### src/rtl/add16_pkg.sv
// Shared types and the round-robin search used by the Add16 arbiter.
package add16_pkg;

    localparam int WORD_W  = 16;
    localparam int MAX_REQ = 8;

    typedef logic [WORD_W-1:0] word_t;

    typedef struct packed {
        logic [2:0] id;
        word_t      s;
        logic       c;
    } add_rsp_t;

    typedef struct packed {
        logic       found;
        logic [2:0] idx;
    } rr_pick_t;

    // First set bit at or above ptr, wrapping modulo nreq.
    function automatic rr_pick_t rr_pick(input logic [MAX_REQ-1:0] valid,
                                         input logic [2:0]         ptr,
                                         input int                 nreq);
        rr_pick_t r;
        int       j;
        r.found = 1'b0;
        r.idx   = 3'd0;
        for (int k = 0; k < MAX_REQ; k++) begin
            j = int'(ptr) + k;
            if (j >= nreq) begin
                j = j - nreq;
            end else begin
                j = j;
            end
            if ((k < nreq) && !r.found && valid[j[2:0]]) begin
                r.found = 1'b1;
                r.idx   = j[2:0];
            end else begin
                r = r;
            end
        end
        return r;
    endfunction

endpackage

### src/rtl/add16.sv
// Plain 16-bit adder with carry-out; the shared datapath behind the arbiter.
module add16
    import add16_pkg::*;
(
    input  logic [WORD_W-1:0] A,
    input  logic [WORD_W-1:0] B,
    output logic [WORD_W-1:0] S,
    output logic              C
);

    assign {C, S} = {1'b0, A} + {1'b0, B};

endmodule

### src/rtl/add16_arbiter.sv
// Round-robin arbiter sharing one add16 among NREQ requesters, with a single
// registered response slot that supports one result per cycle.
module add16_arbiter
    import add16_pkg::*;
#(
    parameter int NREQ = 4,
    parameter int IDW  = 2
) (
    input  logic                   CLK,
    input  logic                   RST_N,
    input  logic [NREQ-1:0]        REQ_VALID,
    output logic [NREQ-1:0]        REQ_READY,
    input  logic [WORD_W*NREQ-1:0] REQ_A,
    input  logic [WORD_W*NREQ-1:0] REQ_B,
    output logic                   RSP_VALID,
    input  logic                   RSP_READY,
    output logic [IDW-1:0]         RSP_ID,
    output logic [WORD_W-1:0]      RSP_S,
    output logic                   RSP_C
);

    word_t          opa_q, opa_d, opb_q, opb_d;
    logic [IDW-1:0] id_q, id_d, ptr_q, ptr_d;
    logic           valid_q, valid_d;
    logic           acc_s, grant_s;
    logic [2:0]     nxt_s;
    rr_pick_t       pick_s;
    add_rsp_t       rsp_s;
    word_t          sum_s;
    logic           carry_s;

    // Grant selection and next-state; a grant while the slot drains refills it.
    always_comb begin
        acc_s     = !valid_q || RSP_READY;
        pick_s    = rr_pick(MAX_REQ'(REQ_VALID), 3'(ptr_q), NREQ);
        grant_s   = RST_N && acc_s && pick_s.found;
        nxt_s     = (int'(pick_s.idx) == NREQ - 1) ? 3'd0 : pick_s.idx + 3'd1;
        REQ_READY = '0;
        opa_d     = opa_q;
        opb_d     = opb_q;
        id_d      = id_q;
        ptr_d     = ptr_q;
        valid_d   = valid_q && !RSP_READY;
        if (grant_s) begin
            REQ_READY = {{(NREQ-1){1'b0}}, 1'b1} << pick_s.idx;
            opa_d     = REQ_A[int'(pick_s.idx)*WORD_W +: WORD_W];
            opb_d     = REQ_B[int'(pick_s.idx)*WORD_W +: WORD_W];
            id_d      = IDW'(pick_s.idx);
            ptr_d     = IDW'(nxt_s);
            valid_d   = 1'b1;
        end else begin
            REQ_READY = '0;
        end
    end

    // Operand, owner, pointer and valid registers.
    always_ff @(posedge CLK) begin
        if (!RST_N) begin
            opa_q   <= '0;
            opb_q   <= '0;
            id_q    <= '0;
            ptr_q   <= '0;
            valid_q <= 1'b0;
        end else begin
            opa_q   <= opa_d;
            opb_q   <= opb_d;
            id_q    <= id_d;
            ptr_q   <= ptr_d;
            valid_q <= valid_d;
        end
    end

    add16 u_add16 (
        .A (opa_q),
        .B (opb_q),
        .S (sum_s),
        .C (carry_s)
    );

    assign rsp_s     = '{id: 3'(id_q), s: sum_s, c: carry_s};
    assign RSP_VALID = valid_q;
    assign RSP_ID    = IDW'(rsp_s.id);
    assign RSP_S     = rsp_s.s;
    assign RSP_C     = rsp_s.c;

endmodule

### config.mk
export PLATFORM = sky130hd
export DESIGN_NAME = add16_arbiter
export DESIGN_NICKNAME = d
export VERILOG_FILES = /design/src/rtl/add16_pkg.sv /design/src/rtl/add16.sv /design/src/rtl/add16_arbiter.sv
export SDC_FILE = /design/constraint.sdc
export NUM_CORES = 1
export LEC_CHECK = 0
export CAP_MARGIN = 20
export CORE_MARGIN = 4
export CORE_UTILIZATION = 44
export CTS_CLUSTER_SIZE = 12
export DETAILED_ROUTE_END_ITERATION = 7
export PLACE_DENSITY_LB_ADDON = 0.12
export SLEW_MARGIN = 0
export SYNTH_ARGS = -nofsm -noshare
export SYNTH_HDL_FRONTEND = slang
export SYNTH_HIERARCHICAL = 1
export SYNTH_SLANG_ARGS = --single-unit
### constraint.sdc
create_clock -name CLK -period 5 [get_ports CLK]
set_input_delay 1 -clock CLK [delete_from_list [all_inputs] [get_ports CLK]]
set_output_delay 1 -clock CLK [all_outputs]
set_load 0.03 [all_outputs]
# --- Yosys cells after proc, flatten, opt, wreduce, memory -nomap -nowiden ---
# Cells that the tools add are included.
classes:
  n_shift: 3
  n_mul: 0
  n_reduce_logical: 12
  n_div: 0
  muxes: 19
  eq_ne: 1
  addsub: 9
  magnitude_cmp: 8
  n_bitwise: 0
op_table:
  columns: ["op", "count"]
  rows:
  - ["$shiftx 64x8->16", 2]
  - ["$mux 4", 5]
  - ["$add 16x16->17", 1]
  - ["$lt 3x4->1 const B", 4]
  - ["$bmux 1 s3", 4]
  - ["$mux 3", 4]
  - ["$ge 3x3->1 const B", 3]
  - ["$sub 3x3->3 const B", 3]
  - ["$add 2x2->3 const B", 2]
  - ["$logic_and 1x1->1", 6]
  - ["$logic_not 1->1", 5]
  - ["$mux 1", 5]
  - ["$shl 1x3->4 const A", 1]
  - ["$add 2x1->3 const B", 1]
  - ["$eq 3x3->1 const B", 1]
  - ["$ge 2x3->1 const B", 1]
  - ["$sub 2x3->3 const B", 1]
  - ["$add 2x1->2 const B", 1]
  - ["$mux 2", 1]
  - ["$logic_or 1x1->1", 1]
totals:
  memories: 0
  rom_bits: 0
  input_bits: 135
  latch_bits: 0
  ramBits: 0
  regBits: 37
  out_inout_bits: 24
  word_cells: 57

# --- Logic depth before layout (Yosys ltp) ---
# Gate-level depths: netlist (run 1).
depth:
  ltp_word: 16
  mapped_depth: 14
  depth_no_buf: 10

# --- Hierarchy ---
# Netlist (run 1), hierarchy kept.
by_module_without_submodules:
  columns: ["mod", "area_per_inst_um2", "seq_area_each_um2", "cells_each", "instances"]
  rows:
  - ["add16_arbiter", 3130.5, 740.7, 410, 1]
  - ["add16", 739.5, 0.0, 102, 1]

# --- Least setup slack after synthesis (run 1) ---
# Ideal clock, no wire load.
synth_path:
  path_type: "flip-flop to output port"
  startpoint: "register ptr_q[0]"
  endpoint: "output REQ_READY[1]"
  required_ns: 4.000
  arrival_ns: 3.422
  path_slack_ns: 0.578
  n_path_buf: 4
  path_stages_with_launch: 12
  cell_sequence: "dfxtp_1 buf_2 inv_2 clkbuf_1 ha_1 buf_4 mux2i_1 mux2_2 o21ai_2 a21oi_4 clkbuf_1 nor4_1"
synth_via:
  elab_chain_cells: 16
  elab_cells_between_ends: 36
  cone_classes: "7 x add/sub; 4 x order compare; 1 x shift; 17 x mux; 7 x reduce/logical"
synth_rtl:
  columns: ["item", "line_no", "rtl"]
  rows:
  - ["start: declaration", "add16_arbiter.sv:23", "logic [IDW-1:0] id_q, id_d, ptr_q, ptr_d;"]
  - ["start signal: assignment", "add16_arbiter.sv:68", "ptr_q <= ptr_d;"]
  - ["parallel branches: the longest is 13 deep, another holds $add 2x1->3", null, null]
  - ["$mux 4 (*)", "add16_pkg.sv:35", "if ((k < nreq) && !r.found && valid[j[2:0]]) begin"]
  - ["$shl 1x3->4 / $logic_and 1x1->1 (equally long branches)", "add16_arbiter.sv:45, add16_arbiter.sv:36", null]
  - ["$mux 4 (*)", "add16_arbiter.sv:44", "if (grant_s) begin"]
  - ["end: declaration", "add16_arbiter.sv:12", "output logic [NREQ-1:0] REQ_READY,"]
# Every way passes the cells marked *. The select of a mux whose other input is x is not followed.

# --- Final worst setup path (run 1) ---
layout_path:
  startpoint: "input REQ_VALID[3]"
  endpoint: "output REQ_READY[2]"
layout_via:
  elab_chain_cells: 14
  elab_cells_between_ends: 21
  cone_classes: "1 x shift; 13 x mux; 7 x reduce/logical"
layout_rtl:
  columns: ["item", "line_no", "rtl"]
  rows:
  - ["start: declaration", "add16_arbiter.sv:11", "input logic [NREQ-1:0] REQ_VALID,"]
  - ["$bmux 1 s3", "add16_pkg.sv:35", null]
  - ["$mux 1 (not written as such)", "add16_pkg.sv:35", null]
  - ["$mux 4", "add16_pkg.sv:35", null]
  - ["$logic_not 1->1", "add16_pkg.sv:35", null]
  - ["$logic_and 1x1->1", "add16_pkg.sv:35", null]
  - ["$mux 4", "add16_pkg.sv:35", null]
  - ["$logic_not 1->1", "add16_pkg.sv:35", null]
  - ["$logic_and 1x1->1", "add16_pkg.sv:35", null]
  - ["$mux 4", "add16_pkg.sv:35", null]
  - ["$logic_not 1->1", "add16_pkg.sv:35", null]
  - ["$logic_and 1x1->1", "add16_pkg.sv:35", null]
  - ["$mux 4 (*)", "add16_pkg.sv:35", null]
  - ["$shl 1x3->4 / $logic_and 1x1->1 (equally long branches)", "add16_arbiter.sv:45, add16_arbiter.sv:36", null]
  - ["$mux 4 (*)", "add16_arbiter.sv:44", null]
# Every way passes the cells marked *; elsewhere a longest branch is shown, timed or not. The select of a mux whose other input is x is not followed.

==> impl_metrics.csv, run 1 <==
group,metric,value,unit
outcome,status,"finished, final reports clean",
cts,cts.sink_count,37,
cts,cts_htree_levels,2,
global_route,antenna_violations_before_repair,0,
critical_path,setup.worst_path.end_class,"primary output",
timing,slew_viol_final,0,
synthesis,synth_enable_flop_cells,0,
die,placementRows,33,
route,top_layer_used,"met4",
run,drv.max_cap_violation_count,0,
route,via_count,4612,
die,core,8380,µm²
timing,grt_setup_unrepaired,"false",
timing,relSlewSlack,45.7,%
critical_path,worst_r2r_path_depth,10,
critical_path,critical_path_arrival,3.39,ns
global_route,groute.usage.overall,26.6,%
timing,tightestPinTransition,0.815,ns
min_path,hold-path-cell-count,2,
route,detailroute.wirelength.met2,6730,µm
critical_path,timing.critical_path.to,"REQ_READY[2]",
critical_path,critical_path.max_stage_delay,0.70,ns
global_route,pin_count_of_the_biggest_net_entering_global_routing,80,
layout,multi_input_area,2770,µm²
synthesis,ys_async_sr_fraction,0,%
timing,post-route-min-period,4.39,ns
synthesis,ys_seq_elements,37,
route,detailed_route_wirelength_on_metal3,1020,µm
cts,clk_transition_reported_paths,0.08,ns
cts,tritoncts_clock_tree,"yes",
route,routed_wl,14100,µm
synthesis,synth.distinct_cells,56,
pwr,power.density,640,nW/µm²
timing,timing.final.setup_violations,0,
cts,worst_skew_pair.late_latency,0.29,ns
critical_path,worst-setup-path-type,"input port to primary output",
route,firstDrtPassIters,4,
critical_path,worst-path-max-fanout,32,
pwr,design_power_total,3.56,mW
min_path,hold_path_class,"flop to flop",
critical_path,worstPathRequired,4.00,ns
die,die_h,102,µm
global_route,globalRoute.totalOverflow,0,
route,post_drt_wl_per_cell,19.0,µm
die,boundaryPins,159,
timing,achievable-frequency,0.228,GHz
critical_path,startpoint_type,"input port",
critical_path,crit_chain,"clkdlybuf4s50_1 -> mux2i_1 -> mux2_2 -> o221a_4 -> a21oi_4 -> inv_2 -> nor4_1 -> buf_4",
route,number_of_drc_markers_in_iteration_0,245,
synthesis,seq_area_frac_synth,19.1,%
cts,post_cts_resized,0,
layout,design.final.nets,794,
layout,areaGrowthSynthToFinish,43.6,%
timing,fin_crit_sh,87.8,%
die,die_area,10400,µm²
cts,hold_buffers,0,
cts,post_cts.repair.setup_buffers,0,
timing,final_hold_viol_count,0,
timing,tns,0,ns
timing,worst_hold_slack,0.473,ns
critical_path,critPathLaunch,"REQ_VALID[3]",
global_route,grt_pass1_wl,22100,µm
route,route.antenna.remaining_nets,0,
synthesis,synth_top_flop_cell,"dfxtp_1",
cts,cts_max_path_buffers,2,
synthesis,synthesized_area_divided_by_synthesized_cell_count,7.56,µm²
placement,port_buffers,158,
cts,cts_root_buf,"clkbuf_8",
critical_path,worst_r2r_endpoint,"opa_q[5]",
timing,timing.clock.skew,0.00918,ns
route,wl_met1,6130,µm
critical_path,timing.critical_path.slowest_stage_cell,"clkdlybuf4s50_1",
placement,detailed_place_hpwl,10600,µm
layout,antenna_cells,0,
layout,final_layout_size_suffix_gt1_share,6.28,%
cts,cts_made_buffers,5,
route,detail_route.vias_per_cell,6.22,
layout,ff_latch_area,742,µm²
synthesis,postSynthCellCount,512,
synthesis,synthesis.area,3870,µm²
critical_path,r2r_setup_slack,1.61,ns
global_route,first_global_vias,4313,
critical_path,rr_startpoint,"ptr_q[1]",
pwr,leakage,2.09,nW
die,initial_core_utilization,46.2,%
synthesis,yosys_warnings,6,
die,die-width,102,µm
synthesis,syn-num-nets,670,
route,total_drc_errors_in_the_routed_layout,0,
pwr,vdd_drop_max,0.400,mV
layout,fillerInstances,721,
placement,finalWeightedCongestion,0.894,
==> cells in the mapped netlist (3+ instances only) <==
cell	instances	share of area [%]
a211oi_1	62	12
nand2_1	43	4.2
nand3_1	42	5.4
o21ai_0	39	5.0
dfxtp_1	37	19
inv_1	36	3.5
a32o_1	32	8.3
clkbuf_1	32	3.1
o2111ai_1	32	7.2
ha_1	22	7.1
a21oi_1	17	2.2
buf_2	15	1.9
nor2_1	12	1.2
xor2_1	8	1.8
xnor2_1	6	1.4
a21o_1	5	0.97
mux2i_1	4	1.0
o22ai_1	4	0.65
a21boi_0	3	0.58
a31oi_1	3	0.49
buf_1	3	0.29
inv_2	3	0.29
mux2_2	3	0.87
nand2b_1	3	0.49
nor4_1	3	0.49
o211ai_1	3	0.58
o21a_1	3	0.58
==> cell type report <==
class	instances	area share [%]
clock inverters	3	0.315
inverters	39	2.63
flip-flops and latches	37	13.3
repair buffers	169	30.2
multi-input cells	384	49.9
clock buffers	5	1.24
well taps	105	2.36
==> sequential cells by signal, summed over array words and instances, names as in the netlist <==
register and count:
RSP_VALID 1, opb_q 16, opa_q 16, RSP_ID 2, ptr_q 2
==> cells by family after synthesis <==
logic type,share of synthesized area [%]
AOI/OAI and AO/OA,43.0
xor gates and xnor gates,3.17
DFF,19.1
and+or+nand+nor,14.0
adders and majority gates,7.63
muxes,3.43
buffers and inverters,9.60
==> worst min path at each step <==
stage	startpoint	end	slack (ns)
2_1_floorplan	opb_q[0]	opb_q[0]	0.45
5_1_grt	opb_q[10]	opb_q[10]	0.50
3_5_place_dp	opb_q[15]	opb_q[15]	0.46
3_3_place_gp	RSP_ID[0]	RSP_ID[0]	0.45
4_1_cts	opb_q[15]	opb_q[15]	0.48
6_report	RSP_ID[0]	RSP_ID[0]	0.47
==> routing by layer <==
layer	vias to the layer above	GRT usage [%]
li1	2242	-
met1	2166	36.3
met2	192	44.5
met3	12	3.58
met4	0	6.44
met5	-	0
==> worst max-delay path: cells and delay by family <==
| kind | cells | cell delay, ns |
|---|---|---|
| buf+inv | 3 | 0.99 |
| compound gates | 2 | 0.62 |
| mux | 2 | 0.50 |
| simple gates | 1 | 0.27 |
==> placed cells by master (no fill, tap or decap), types with 3 or more instances in the layout <==
cell type / count
clkdlybuf4s50_1: 154
a211oi_1: 62
nand2_1: 43
nand3_1: 42
o21ai_0: 39
dfxtp_1: 36
inv_1: 36
o2111ai_1: 32
a32o_1: 32
ha_1: 22
a21oi_1: 17
buf_4: 13
nor2_1: 11
xor2_1: 8
xnor2_1: 6
clkbuf_8: 5
a21o_1: 5
mux2i_1: 4
mux2_2: 3
o21a_1: 3
inv_2: 3
nand2b_1: 3
a31oi_1: 3
nor4_1: 3
a21boi_0: 3
o211ai_1: 3
o22ai_1: 3
==> through the flow <==
step           utilization, %  setup slack, ns  area, µm²  std cells
2_1_floorplan               -            0.578       3870        512
3_3_place_gp             65.1            0.705       5450        733
3_5_place_dp             65.1            0.636       5450        733
4_1_cts                  66.1            0.629       5540        741
5_1_grt                  66.3            0.458       5560        742
6_report                 66.3            0.611       5560        742
==> where the power goes <==
| part | total, mW | internal (mW) | switching (mW) |
|---|---|---|---|
| combinational | 2.84 | 1.11 | 1.73 |
| sequential | 0.507 | 0.414 | 0.0936 |
| clock | 0.212 | 0.0963 | 0.116 |
Power figures use the tool's default switching activity.
==> inputs of run 2 (changes only) <==
- CORE_MARGIN: 4 -> unset
- clock period: 5 -> 4.2 ns (I/O delays scaled with it)
==> impl_metrics.csv, run 2 (synthesized netlist as in run 1, its figures left out) <==
group,metric,value,unit
route,firstDrtPassIters,5,
timing,tns,0,ns
critical_path,worstPathRequired,3.36,ns
cts,hold_buffers,0,
min_path,hold_path_class,"flop to flop",
timing,final_hold_viol_count,0,
timing,fin_crit_sh,95.5,%
cts,cts_htree_levels,2,
die,initial_core_utilization,46.2,%
layout,areaGrowthSynthToFinish,45.7,%
die,die_area,9170,µm²
placement,port_buffers,158,
critical_path,critical_path.max_stage_delay,0.49,ns
timing,post-route-min-period,4.01,ns
cts,worst_skew_pair.late_latency,0.28,ns
route,via_count,4635,
global_route,globalRoute.totalOverflow,0,
placement,dp_slack,0.0697,ns
pwr,design_power_total,4.30,mW
global_route,pin_count_of_the_biggest_net_entering_global_routing,66,
run,drv.max_cap_violation_count,0,
cts,tritoncts_clock_tree,"yes",
layout,final_layout_size_suffix_gt1_share,7.75,%
placement,detailed_place_hpwl,9940,µm
critical_path,critical_path_arrival,3.17,ns
die,die-width,95.8,µm
timing,relSlewSlack,59.8,%
pwr,vdd_drop_max,0.616,mV
global_route,groute.usage.overall,29.8,%
cts,cts_max_path_buffers,2,
layout,fillerInstances,732,
cts,cts_root_buf,"clkbuf_8",
timing,tightestPinTransition,0.603,ns
global_route,first_global_vias,4401,
timing,timing.clock.skew,0.00488,ns
timing,setup_ws,0.188,ns
layout,layout.cells.most_common,"clkdlybuf4s50_1",
global_route,grt_pass1_wl,21400,µm
placement,finalWeightedCongestion,0.888,
route,number_of_drc_markers_in_iteration_0,241,
layout,commonest_cells_after_routing_fill_and_taps_aside,"clkdlybuf4s50_1, a211oi_1, nand2_1",
cts,cts.sink_count,37,
layout,antenna_cells,0,
route,detail_route.vias_per_cell,6.18,
route,routed_wl,13500,µm
critical_path,crit_chain,"clkdlybuf4s50_1 -> buf_4 -> mux2_2 -> a22oi_1 -> o32a_1 -> buf_4 -> inv_2 -> nor4_2 -> buf_4",
die,core,8380,µm²
critical_path,startpoint_type,"input port",
route,total_drc_errors_in_the_routed_layout,0,
critical_path,worst-path-max-fanout,33,
die,die_h,95.8,µm
outcome,status,"finished, final reports clean",
route,post_drt_wl_per_cell,18.0,µm
die,placementRows,33,
pwr,leakage,2.14,nW
timing,slew_viol_final,0,
die,boundaryPins,159,
layout,largestRegisters,"opa_q x16, opb_q x16",
route,route.antenna.remaining_nets,0,
critical_path,cpMostUsedCell,"buf_4",
cts,cts_made_buffers,5,
timing,grt_setup_unrepaired,"false",
critical_path,timing.critical_path.slowest_stage_cell,"clkdlybuf4s50_1",
timing,timing.final.setup_violations,0,
timing,achievable-frequency,0.249,GHz
critical_path,worst-setup-path-type,"input port to primary output",
cts,clk_transition_reported_paths,0.07,ns
global_route,antenna_violations_before_repair,0,
layout,design.final.nets,802,
critical_path,setup.worst_path.end_class,"primary output",
pwr,power.density,763,nW/µm²
[run 2: critical path, delay by kind of cell]
| family | cells | cell delay (ns) |
|---|---|---|
| AO/OA/AOI/OAI | 2 | 0.43 |
| buffers and inverters | 5 | 1.32 |
| multiplexers | 1 | 0.27 |
| AND/OR/NAND/NOR | 1 | 0.29 |
[run 2: report_power, final]
part,total [mW],switching [mW],internal (mW)
Combinational,3.46,2.10,1.36
Clock,0.246,0.131,0.115
Sequential,0.598,0.105,0.492
[run 2: final cells by class]
type                       instances  area (µm²)  area share, %
sequential                        37         742           13.2
inverter                          39         146           2.60
multi-input combinational        384        2800           49.6
timing repair buffer             177        1740           30.9
tap                              105         131           2.33
clock inverter                     2        10.0          0.178
clock buffer                       6        72.6           1.29
[run 2: routing by layer]
layer | share of wire, % | global-route usage [%]
met4 | 2.0 | 8.71
met2 | 48 | 52.0
met3 | 6.6 | 3.71
met1 | 44 | 38.2
met5 | 0 | 0
[run 2: repair_timing]
| action | in CTS | in global routing |
|---|---|---|
| gates cloned | 0 | 0 |
| setup endpoints to repair | 1 | 1 |
| hold endpoints to repair | 0 | 0 |
| resized for setup | 1 | 1 |
| setup buffers | 0 | 0 |
[run 2: per-stage QoR]
step	util [%]	cells	area (µm²)	hold slack, ns
after global placement	66.0	741	5530	0.439
after CTS	67.2	750	5640	0.465
after global routing	67.3	750	5640	0.494
final	67.3	750	5640	0.460
after detailed placement	66.3	742	5550	0.447
after floorplan	-	512	3890	0.446
[run 2: worst paths after layout]
check	start	slack, ns	cells past startpoint	endpoint
max	REQ_VALID[3]	0.19	9	REQ_READY[1]
min	RSP_ID[0]	0.46	2	RSP_ID[0]
max reg2reg	ptr_q[1]	0.73	11	opb_q[3]
min reg2reg	RSP_ID[0]	0.46	2	RSP_ID[0]
==> inputs of run 3 (changes only) <==
- HOLD_SLACK_MARGIN: unset -> 0.08
- clock period: 4.2 -> 4.03 ns (I/O delays scaled with it)
==> impl_metrics.csv, run 3 (synthesized netlist as in run 1, its figures left out) <==
group,metric,value,unit
cts,hold_buffers,0,
die,die_area,9170,µm²
min_path,holdCritStartpoint,"RSP_ID[0]",
critical_path,cp.buffers_inverters,1,
timing,fin_crit_sh,97.3,%
run,drv.max_cap_violation_count,0,
global_route,globalRoute.totalOverflow,0,
pwr,leakage,2.11,nW
die,die_h,95.8,µm
critical_path,rr_startpoint,"ptr_q[1]",
timing,timing.clock.skew,0.00577,ns
route,post_drt_wl_per_cell,18.1,µm
pwr,p_seq_share,14.0,%
timing,slew_viol_final,0,
layout,fin_cells,745,
pwr,power_frac_comb,80.2,%
placement,placed_area,5510,µm²
cts,cts.sink_count,37,
critical_path,path_delay_family,"compound AO/OA/AOI/OAI gates",
timing,relSlewSlack,54.4,%
route,firstDrtPassIters,5,
die,core,8380,µm²
critical_path,startpoint_type,"flop",
critical_path,r2r_setup_slack,0.71,ns
timing,timing.final.setup_violations,0,
layout,antenna_cells,0,
min_path,hold_path_class,"flop to flop",
die,boundaryPins,159,
cts,cts_made_buffers,5,
critical_path,critPathLaunch,"opb_q[0]",
die,die-width,95.8,µm
placement,dp.cells,737,
pwr,power.density,796,nW/µm²
timing,post-route-min-period,3.92,ns
die,initial_core_utilization,46.2,%
cts,cts_root_buf,"clkbuf_8",
global_route,antenna_violations_before_repair,0,
route,detail_route.vias_per_cell,6.20,
timing,grt_setup_unrepaired,"false",
route,route.antenna.remaining_nets,0,
outcome,status,"finished, final reports clean",
layout,largestRegisters,"opa_q x16, opb_q x16",
critical_path,critical_path_arrival,3.12,ns
layout,design.final.nets,797,
route,routed_wl,13500,µm
critical_path,setup.worst_path.end_class,"primary output",
layout,commonest_cells_after_routing_fill_and_taps_aside,"clkdlybuf4s50_1, a211oi_1, nand2_1",
timing,final_hold_viol_count,0,
cts,worst_skew_pair.late_latency,0.29,ns
cts,cts_max_path_buffers,2,
placement,port_buffers,158,
die,placementRows,33,
critical_path,cpMostUsedCell,"a21o_1",
global_route,grt_pass1_wl,20800,µm
critical_path,worstPathRequired,3.22,ns
pwr,cell_internal_power,2.03,mW
timing,worst_hold_slack,0.467,ns
pwr,vdd_drop_max,0.472,mV
layout,layout.cells.most_common,"clkdlybuf4s50_1",
global_route,first_global_vias,4224,
critical_path,crit_chain,"ha_1 -> fa_1 -> a21o_1 -> a311o_1 -> a21o_1 -> a21oi_2 -> xnor2_1 -> clkdlybuf4s50_1",
placement,detailed_place_hpwl,10000,µm
pwr,pwr-share-clk,5.8,%
cts,clk_transition_reported_paths,0.08,ns
critical_path,worst-setup-path-type,"flop to primary output",
cts,tritoncts_clock_tree,"yes",
timing,achievable-frequency,0.255,GHz
cts,cts_htree_levels,2,
pwr,power.switching,2.42,mW
global_route,pin_count_of_the_biggest_net_entering_global_routing,66,
global_route,groute.usage.overall,29.3,%
timing,tns,0,ns
critical_path,worst-path-max-fanout,3,
layout,final_layout_size_suffix_gt1_share,7.19,%
pwr,switching_share,54.4,%
critical_path,timing.critical_path.slowest_stage_cell,"clkdlybuf4s50_1",
layout,areaGrowthSynthToFinish,44.7,%
route,via_count,4622,
timing,tightestPinTransition,0.684,ns
placement,finalWeightedCongestion,0.879,
layout,stdcell_area,5600,µm²
route,total_drc_errors_in_the_routed_layout,0,
critical_path,critical_path.max_stage_delay,0.71,ns
route,number_of_drc_markers_in_iteration_0,229,
==> run 3: cell type report <==
type	count	area (µm²)
Clock buffer	6	72.6
Clock inverter	2	10.0
Fill cell	700	2780
Inverter	39	146
Multi-Input combinational cell	384	2800
Sequential cell	37	742
Tap cell	105	131
Timing Repair Buffer	172	1700
==> run 3: routing by layer <==
layer | wire (µm) | vias to the layer above | GRT usage, %
li1 | - | 2253 | -
met1 | 5930 | 2152 | 37.7
met2 | 6400 | 198 | 50.2
met3 | 930 | 19 | 4.66
met4 | 198 | 0 | 8.71
met5 | 0 | - | 0
==> run 3: power groups by stage <==
stage          combinational, mW  clock (mW)  sequential [mW]
3_3_place_gp                3.45           0            0.627
4_1_cts                     3.54       0.267            0.624
6_report                    3.57       0.260            0.623
5_1_grt                     3.86       0.284            0.638
3_5_place_dp                3.53           0            0.632
2_1_floorplan               2.47           0            0.606
==> run 3: repair_timing <==
action,CTS,global route
setup buffers,0,0
endpoints found under the setup margin,0,1
gates resized for setup,0,1
==> run 3: through the flow <==
step	util (%)	total power [mW]	setup WS, ns
2_1_floorplan	-	3.07	0.134
3_3_place_gp	65.5	4.08	0.227
3_5_place_dp	65.8	4.16	0.0954
4_1_cts	66.8	4.43	0.0892
5_1_grt	66.8	4.78	0.00503
6_report	66.8	4.46	0.107
==> run 3: worst reg2reg max path: stages, from the launching register on <==
cell	delay (ns)
dfxtp_1	0.47
inv_1	0.17
ha_1	0.51
mux2i_1	0.29
nand3_1	0.12
and2_1	0.19
o32a_1	0.41
inv_2	0.12
buf_4	0.34
o2111ai_1	0.27
a32o_1	0.32
==> run 3: path summary, 6_finish.rpt <==
path / to / cells after the start
setup / recovery: RSP_S[12] / 8
hold / removal: RSP_ID[0] / 2
setup reg to reg: opb_q[1] / 10
hold reg to reg: RSP_ID[0] / 2
